`config.mk`:
```
export PLATFORM = sky130hd
export DESIGN_NAME = sha3_digest_axis_tx
export DESIGN_NICKNAME = d
export VERILOG_FILES = /design/src/rtl/sha3_axis_pkg.sv /design/src/rtl/axis_beat_select.sv /design/src/rtl/sha3_digest_axis_tx.sv
export SDC_FILE = /design/constraint.sdc
export NUM_CORES = 2
export LEC_CHECK = 0
export CAP_MARGIN = 20
export CORE_AREA = 2 2 238 240
export DETAILED_ROUTE_END_ITERATION = 10
export DIE_AREA = 0 0 240 242
export GPL_ROUTABILITY_DRIVEN = 0
export PLACE_DENSITY = 0.76
export SYNTH_ARGS = -nofsm -noshare
export SYNTH_HDL_FRONTEND = slang
export SYNTH_SLANG_ARGS = --single-unit
```
`constraint.sdc`:
```
create_clock -name ACLK -period 2.6 [get_ports ACLK]
set_clock_uncertainty 0.1 [all_clocks]
set_input_delay 0.39 -clock ACLK [delete_from_list [all_inputs] [get_ports ACLK]]
set_output_delay 0.39 -clock ACLK [all_outputs]
set_load 0.01 [all_outputs]
```
`src/rtl/sha3_axis_pkg.sv`:
```
// Constants, state type and byte-ordering helpers shared by the SHA3 AXI-Stream
// padder (receive side) and digest transmitter.
package sha3_axis_pkg;

    localparam int unsigned BEAT_BYTES       = 8;
    localparam int unsigned MAX_DIGEST_BYTES = 64;

    typedef enum logic {
        IDLE,
        SEND
    } tx_state_t;

    // Keccak lane order (byte 0 in [7:0]) to stream order (byte 0 in [63:56]).
    function automatic logic [63:0] bswap64(input logic [63:0] lane);
        logic [63:0] swapped;
        swapped = '0;
        for (int unsigned j = 0; j < BEAT_BYTES; j++) begin
            swapped[8*(BEAT_BYTES-1-j) +: 8] = lane[8*j +: 8];
        end
        return swapped;
    endfunction

    // Byte count (0..8) to an MSB-first byte-enable mask.
    function automatic logic [7:0] keep_from_count(input logic [3:0] count);
        logic [7:0] keep;
        keep = '0;
        for (int unsigned i = 0; i < BEAT_BYTES; i++) begin
            keep[BEAT_BYTES-1-i] = (4'(i) < count);
        end
        return keep;
    endfunction

endpackage

```
`src/rtl/axis_beat_select.sv`:
```
// Picks one 64-bit lane of the digest and turns it into a stream beat:
// byte swap, zero masking of unused bytes, TKEEP/TUSER/TLAST derivation.
module axis_beat_select
    import sha3_axis_pkg::*;
#(
    parameter int unsigned MAX_BYTES = MAX_DIGEST_BYTES
) (
    input  logic [8*MAX_BYTES-1:0] digest_i,
    input  logic [2:0]             beat_i,
    input  logic [6:0]             remaining_i,
    output logic [63:0]            tdata_c_o,
    output logic [7:0]             tkeep_c_o,
    output logic [5:0]             tuser_c_o,
    output logic                   tlast_c_o
);

    localparam int unsigned NBEATS = MAX_BYTES / BEAT_BYTES;

    logic [63:0] lane_c;
    logic [63:0] swapped_c;
    logic [3:0]  count_c;

    always_comb begin
        lane_c = '0;
        for (int unsigned i = 0; i < NBEATS; i++) begin
            if (beat_i == 3'(i)) begin
                lane_c = digest_i[64*i +: 64];
            end
        end
    end

    always_comb begin
        count_c   = (remaining_i >= 7'd8) ? 4'd8 : remaining_i[3:0];
        tkeep_c_o = keep_from_count(count_c);
        swapped_c = bswap64(lane_c);
        tdata_c_o = '0;
        // Bytes past the end of the digest are forced to zero.
        for (int unsigned b = 0; b < BEAT_BYTES; b++) begin
            tdata_c_o[8*b +: 8] = tkeep_c_o[b] ? swapped_c[8*b +: 8] : 8'h00;
        end
        tuser_c_o = 6'(count_c);
        tlast_c_o = (remaining_i <= 7'd8);
    end

endmodule

```
`src/rtl/sha3_digest_axis_tx.sv`:
```
// Captures one finished digest and streams it MSB-first as a 1..8 beat
// AXI4-Stream packet with registered outputs and TREADY backpressure.
module sha3_digest_axis_tx
    import sha3_axis_pkg::*;
#(
    parameter int unsigned MAX_BYTES = MAX_DIGEST_BYTES
) (
    input  logic                   ACLK,
    input  logic                   ARESETn,
    input  logic [8*MAX_BYTES-1:0] digest,
    input  logic [6:0]             digest_len,
    input  logic                   digest_valid,
    output logic                   digest_ready,
    output logic [63:0]            M_AXIS_TDATA,
    output logic [7:0]             M_AXIS_TKEEP,
    output logic [5:0]             M_AXIS_TUSER,
    output logic                   M_AXIS_TLAST,
    output logic                   M_AXIS_TVALID,
    input  logic                   M_AXIS_TREADY
);

    localparam logic [6:0] MAX_LEN = 7'(MAX_BYTES);

    tx_state_t              state_q;
    logic [8*MAX_BYTES-1:0] digest_q;
    logic [6:0]             rem_q;
    logic [2:0]             beat_q;
    logic                   ready_q;
    logic                   tvalid_q;
    logic [63:0]            tdata_q;
    logic [7:0]             tkeep_q;
    logic [5:0]             tuser_q;
    logic                   tlast_q;

    logic [6:0]             len_c;
    logic                   accept_c;
    logic [8*MAX_BYTES-1:0] sel_digest_c;
    logic [2:0]             sel_beat_c;
    logic [6:0]             sel_rem_c;
    logic [63:0]            nxt_tdata_c;
    logic [7:0]             nxt_tkeep_c;
    logic [5:0]             nxt_tuser_c;
    logic                   nxt_tlast_c;

    // In IDLE the beat-0 view of the incoming digest is prepared so the first
    // beat is registered on the accept edge; in SEND the next stored beat is.
    always_comb begin
        len_c        = (digest_len == 7'd0 || digest_len > MAX_LEN) ? MAX_LEN : digest_len;
        accept_c     = (state_q == IDLE) && ready_q && digest_valid;
        sel_digest_c = (state_q == IDLE) ? digest : digest_q;
        sel_beat_c   = (state_q == IDLE) ? 3'd0 : beat_q + 3'd1;
        sel_rem_c    = (state_q == IDLE) ? len_c : rem_q - 7'd8;
    end

    axis_beat_select #(
        .MAX_BYTES (MAX_BYTES)
    ) u_beat_select (
        .digest_i    (sel_digest_c),
        .beat_i      (sel_beat_c),
        .remaining_i (sel_rem_c),
        .tdata_c_o   (nxt_tdata_c),
        .tkeep_c_o   (nxt_tkeep_c),
        .tuser_c_o   (nxt_tuser_c),
        .tlast_c_o   (nxt_tlast_c)
    );

    always_ff @(posedge ACLK) begin
        if (!ARESETn) begin
            state_q  <= IDLE;
            digest_q <= '0;
            rem_q    <= '0;
            beat_q   <= '0;
            ready_q  <= 1'b0;
            tvalid_q <= 1'b0;
            tdata_q  <= '0;
            tkeep_q  <= '0;
            tuser_q  <= '0;
            tlast_q  <= 1'b0;
        end else begin
            case (state_q)
                IDLE: begin
                    ready_q <= 1'b1;
                    if (accept_c) begin
                        digest_q <= digest;
                        rem_q    <= len_c;
                        beat_q   <= 3'd0;
                        ready_q  <= 1'b0;
                        tvalid_q <= 1'b1;
                        tdata_q  <= nxt_tdata_c;
                        tkeep_q  <= nxt_tkeep_c;
                        tuser_q  <= nxt_tuser_c;
                        tlast_q  <= nxt_tlast_c;
                        state_q  <= SEND;
                    end
                end
                SEND: begin
                    if (tvalid_q && M_AXIS_TREADY) begin
                        if (tlast_q) begin
                            state_q  <= IDLE;
                            ready_q  <= 1'b1;
                            tvalid_q <= 1'b0;
                            tdata_q  <= '0;
                            tkeep_q  <= '0;
                            tuser_q  <= '0;
                            tlast_q  <= 1'b0;
                        end else begin
                            beat_q  <= sel_beat_c;
                            rem_q   <= sel_rem_c;
                            tdata_q <= nxt_tdata_c;
                            tkeep_q <= nxt_tkeep_c;
                            tuser_q <= nxt_tuser_c;
                            tlast_q <= nxt_tlast_c;
                        end
                    end
                end
                default: state_q <= IDLE;
            endcase
        end
    end

    assign digest_ready  = ready_q;
    assign M_AXIS_TVALID = tvalid_q;
    assign M_AXIS_TDATA  = tdata_q;
    assign M_AXIS_TKEEP  = tkeep_q;
    assign M_AXIS_TUSER  = tuser_q;
    assign M_AXIS_TLAST  = tlast_q;

endmodule

```
Word-level counts from Yosys, hierarchy flattened. Cells that the tools add are included.

Register bits after elaboration: 604. Input port bits: 523. Output and inout bits: 81. Word-level logic and storage cells: 103.

Add/subtract/negate cells: 2. $lt $le $gt $ge: 11. Equal/unequal tests: 11. Muxes and demuxes: 57. Bitwise operators: 1. Reduce and logical (&&, ||, !) cells: 11.

Operators with widths (count): 2-to-1 mux 64 bit (11); 2-to-1 mux 512 bit (1); one-hot mux 64 bit (2 select lines) (1); 2-to-1 mux 8 bit (11); 2-to-1 mux 7 bit (5); < comparator 3 x 4 -> 1 bit, first input constant (4); one-hot mux 8 bit (2 select lines) (1); one-hot mux 7 bit (2 select lines) (1); equality test 3 bit, second input constant (4); 2-to-1 mux 1 bit (12); 2-to-1 mux 3 bit (4); 2-to-1 mux 6 bit (2); one-hot mux 6 bit (2 select lines) (1); < comparator 1 x 4 -> 1 bit, first input constant (2); < comparator 2 x 4 -> 1 bit, first input constant (2); 2-to-1 mux 4 bit (2); one-hot mux 1 bit (2 select lines) (4); >= comparator 7 x 4 -> 1 bit, second input constant (1); greater-than comparator 7 bit, second input constant (1); <= comparator 7 x 4 -> 1 bit, second input constant (1); logical NOT 7 bit (1); subtractor 7 x 4 -> 7 bit, second input constant (1); equality test 3 x 2 -> 1 bit, second input constant (2); one-hot mux 3 bit (2 select lines) (1); other kinds (10) (17).

Longest topological paths before layout.
Depth in word-level cells: 15. Mapped depth: 10.

By module. From an unflattened synthesis, not the netlist that was laid out.

Cells, all modules: 3980. Area total of the unflattened synthesis: 32653.8 µm².

By module, submodules not included: sha3_digest_axis_tx (instances 1, cells each 3242, area each 27557.7 µm²); axis_beat_select (instances 1, cells each 738, area each 5096.1 µm²).

Worst setup path after synthesis. Ideal clock, no wire load.

Path kind: reg-to-reg. Start point: reg beat_q[0]. End point: reg tdata_q[40] (netlist: M_AXIS_TDATA[40]). Arrival: 2.132 ns. Required time: 2.383 ns. Setup slack: 0.251 ns. Stages on the path, launching flop included: 9. Buffers on the path: 3. Period minus slack after synthesis: 2.349 ns. Cells stage by stage: dfxtp_1 -> ha_1 -> buf_2 -> buf_2 -> clkbuf_1 -> mux2_2 -> a31oi_1 -> o22ai_1 -> a32o_1.

Word-level cells in the longest chain between the ends: 15. Elaborated cells on any way between the ends: 23.

RTL lines: start, declared (line sha3_digest_axis_tx.sv:27) `logic [2:0] beat_q;`; start signal, assigned (line sha3_digest_axis_tx.sv:107) `beat_q <= sel_beat_c;`; adder 3 x 1 -> 3 bit (*) (line sha3_digest_axis_tx.sv:51) `sel_beat_c = (state_q == IDLE) ? 3'd0 : beat_q + 3'd1;`; 2-to-1 mux 3 bit (*) (line sha3_digest_axis_tx.sv:51); logical NOT 3 bit (line axis_beat_select.sv:26) `if (beat_i == 3'(i)) begin`; 2-to-1 mux 64 bit (7 in a row) (line axis_beat_select.sv:26); 2-to-1 mux 64 bit (*) (line axis_beat_select.sv:26); 2-to-1 mux 8 bit (*) (line axis_beat_select.sv:39) `tdata_c_o[8*b +: 8] = tkeep_c_o[b] ? swapped_c[8*b +: 8] : 8'h00;`; 2-to-1 mux 64 bit (line sha3_digest_axis_tx.sv:98) `if (tlast_q) begin`; 2-to-1 mux 64 bit (line sha3_digest_axis_tx.sv:97) `if (tvalid_q && M_AXIS_TREADY) begin`; one-hot mux 64 bit (2 select lines) (*) (line sha3_digest_axis_tx.sv:80) `case (state_q)`; end signal, assigned (line sha3_digest_axis_tx.sv:89) `tdata_q <= nxt_tdata_c;`; end signal, assigned (line sha3_digest_axis_tx.sv:109) `tdata_q <= nxt_tdata_c;`; end, declared (line sha3_digest_axis_tx.sv:30) `logic [63:0] tdata_q;`.

Mark *: on every way between the ends. The rest lies on a longest branch, timed or not. The select of a mux whose other input is x is not followed. A chain may end at the register's enable or synchronous reset.

Worst setup path after layout.
Start point: reg beat_q[1]. End point: reg tdata_q[54] (netlist: M_AXIS_TDATA[54]).

Same word-level chain as after synthesis.

==> results_dict.tcl <==
set metrics [dict create \
    status "completed" \
    netSwitchingFraction_pct 26.04 \
    peakVddDrop_mv 0.4017 \
    fin_ws_ps 125.3 \
    drv_slew 0 \
    fp-row-count 87 \
    slew_headroom_pct 58.34 \
    clock_latency_ps 610 \
    clock-root-buffer "clkbuf_16" \
    post_synth_mux_area_share_pct 1.849 \
    slowest_stage "dfxtp_1" \
    synth-xor-area-share_pct 0.1300 \
    path_clk_slew_ps 60 \
    required_ps 2990 \
    cts_hold_buf 0 \
    placed_cells 4578 \
    ioPinCount 604 \
    fin_setup_tns_ps 0 \
    antenna_left 0 \
    wire_per_inst_um 20.57 \
    path_cells "ha_4 -> xor2_4 -> buf_12 -> buf_4 -> nor3_1 -> a221oi_1 -> o21ai_0 -> a32o_1" \
    io_buffers 601 \
    p_switching_mw 5.745 \
    startpoint_type "register" \
    ctsResizeCount 0 \
    synth-compound-area-share_pct 23.75 \
    clock_sinks 601 \
    rsz0062_at_grt "no" \
    synth_seq_cells 601 \
    pwr-share-comb_pct 14.1 \
    hold_path.startpoint "digest[505]" \
    max_freq_ghz 0.4041 \
    ys.flop_type "dfxtp_1" \
    yosys.area_share.simple_pct 22.93 \
    h-tree-depth 3 \
    p_seq_share_pct 45.5 \
    crit_type "register to register" \
    cp.arrival_ps 2870 \
    power_leakage_nw 12.40 \
    yosysWarnings 0 \
    viasPerCell 5.719 \
    fp.dieW_um 240 \
    cts_buffer_depth 3 \
    syn_area_per_cell_um2 7.621 \
    dp_hpwl_mm 68.27 \
    drv_cap 0 \
    die_y_um 242 \
    final_cells 4698 \
    layout_min_cycle_time_ps 2475 \
    syn2layout_area_growth_pct 35.64 \
    hold_class "input port to register" \
    cts_tree "done" \
    netlist_instances 3410 \
    power_density_nw_per_um2 625.8 \
    p_int_mw 16.31 \
    finalHoldViolCount 0 \
    first_pass_iters 6 \
    grt_pass1_wl_mm 144.0 \
    endpoint_kind "register" \
    synth-edff-count 0 \
    start_util_pct 46.63 \
    startpoint "beat_q[1]" \
    dp_slack_ps -27.91 \
    drc 0 \
    synth_top_family_by_area "compound AO/OA/AOI/OAI gates" \
    worstPathMaxFanout 33 \
    netlist_area_um2 25990 \
    fin_crit_sh_pct 95.18 \
    worst_pin_slew_ps 622.6 \
    grt_max_degree 114 \
    ys_seq_area_share_pct 46.30 \
    slowest_delay_ps 370 \
    overflow 0 \
    layout_commonest_cell "nand2_1" \
    setup-violations-final 0 \
    antenna_found_initial 22 \
    grt_pass1_vias 25220 \
    fin_nets 4415 \
    hold_slack_ps 226.9 \
    clock_power_share_pct 40.5 \
    coreArea_um2 55730 \
    num_vias 26870 \
    regToRegStartpoint "beat_q[1]" \
    synth_adder_area_share_pct 0.09629 \
    synth.distinct_cells 63 \
    wl_mm 96.62 \
    drtIter0Drc 2684 \
    path_buf_inv 2 \
    synthArstFlopShare_pct 0 \
    dieArea_um2 58080 \
    final_cell_mix "1,116 x nand2_1, 601 x clkdlybuf4s50_1, 599 x dfxtp_1" \
    layout-drive-gt1-share_pct 7.448 \
    crit_family "compound AO/OA/AOI/OAI gates" \
    grt_usage_pct 31.88 \
    cts_inserted_buffers 66 \
    post_cts_buffers 0 \
]
==> kinds of logic (layout without fill, tap and decap cells) <==
family | count (synthesis) | after routing
and+or+nand+nor | 1457 | 1457
other | 1 | 10
AOI/OAI and AO/OA | 981 | 981
muxes | 44 | 44
DFF | 601 | 601
xor gates and xnor gates | 3 | 3
buffers and inverters | 321 | 844
adders and majority gates | 2 | 2
==> tightest hold or removal path, cell delays in order <==
cell	delay, ps
clkdlybuf4s50_1	400
nand2_1	60
a21oi_1	50
==> routing by layer <==
| layer | GRT usage (%) | vias up | share of wire [%] |
|---|---|---|---|
| met1 | 39.02 | 12550 | 39 |
| met5 | 0 | - | 0.20 |
| li1 | - | 12760 | - |
| met4 | 16.68 | 30 | 5.2 |
| met3 | 6.449 | 279 | 8.3 |
| met2 | 52.74 | 1256 | 48 |
==> path summary, 6_finish.rpt <==
kind | slack [ps] | endpoint | cells after the start
worst max register to register | 130 | M_AXIS_TDATA[54] | 8
worst max-delay path | 130 | M_AXIS_TDATA[54] | 8
worst min-delay path | 230 | digest_q[505] | 3
worst min register to register | 350 | digest_q[466] | 2
==> layout make-up <==
class                      instances  area (um^2)
antenna                            8        20.02
clock buffer                      91         1836
clock inverter                    21        186.4
fill                            4849        20480
inverter                           6        32.53
multi-input combinational       2489        12760
sequential                       601        12040
tap                              756        945.9
timing repair buffer             726         7430
==> sequential cells by signal, summed over array words and instances (netlist names) <==
register       count
M_AXIS_TKEEP       8
M_AXIS_TLAST       1
digest_ready       1
M_AXIS_TVALID      1
beat_q             3
rem_q              7
state_q            1
digest_q         512
M_AXIS_TUSER       3
M_AXIS_TDATA      64
==> synth_stat cells, types with 13 or more instances <==
| library cell | n | area (um^2) |
|---|---|---|
| a211oi_1 | 24 | 180.2 |
| o22ai_1 | 21 | 131.4 |
| nand3_1 | 40 | 200.2 |
| a311oi_1 | 17 | 148.9 |
| a32o_1 | 37 | 370.4 |
| a2bb2oi_1 | 24 | 210.2 |
| nor3_1 | 42 | 210.2 |
| and3_1 | 47 | 294.0 |
| buf_1 | 22 | 82.58 |
| o21ai_0 | 25 | 125.1 |
| o31ai_1 | 27 | 202.7 |
| mux2_2 | 32 | 360.4 |
| nor2b_1 | 13 | 81.33 |
| a22oi_1 | 28 | 210.2 |
| or2_2 | 17 | 106.4 |
| a21oi_1 | 585 | 2928 |
| clkbuf_1 | 241 | 904.6 |
| a221oi_1 | 25 | 219.0 |
| nand2_1 | 1117 | 4193 |
| a32oi_1 | 24 | 210.2 |
| buf_2 | 47 | 235.2 |
| o211a_1 | 22 | 220.2 |
| a31oi_1 | 18 | 112.6 |
| o32ai_1 | 21 | 183.9 |
| o211ai_1 | 21 | 157.7 |
| dfxtp_1 | 601 | 12030 |
| or3_1 | 22 | 137.6 |
| a222oi_1 | 24 | 240.2 |
| nor2_1 | 128 | 480.5 |
==> power by group through the flow <==
stage	Clock (mW)	Combinational (mW)	Sequential (mW)
global route	9.37	3.34	10.1
detailed placement	0	3.07	10.2
finish	8.92	3.11	10.0
CTS	9.00	3.09	10.0
floorplan	0	1.43	10.1
global placement	0	3.04	10.2
==> stage by stage <==
stage	utilization, %	cell area [um^2]	total power [mW]
final	63.25	35250	22.06
after global routing	63.23	35240	22.78
after CTS	63.18	35210	22.11
after detailed placement	59.55	33190	13.28
after global placement	59.55	33190	13.24
after floorplan	-	25990	11.58
No activity file was read; power rests on OpenSTA's default activity.
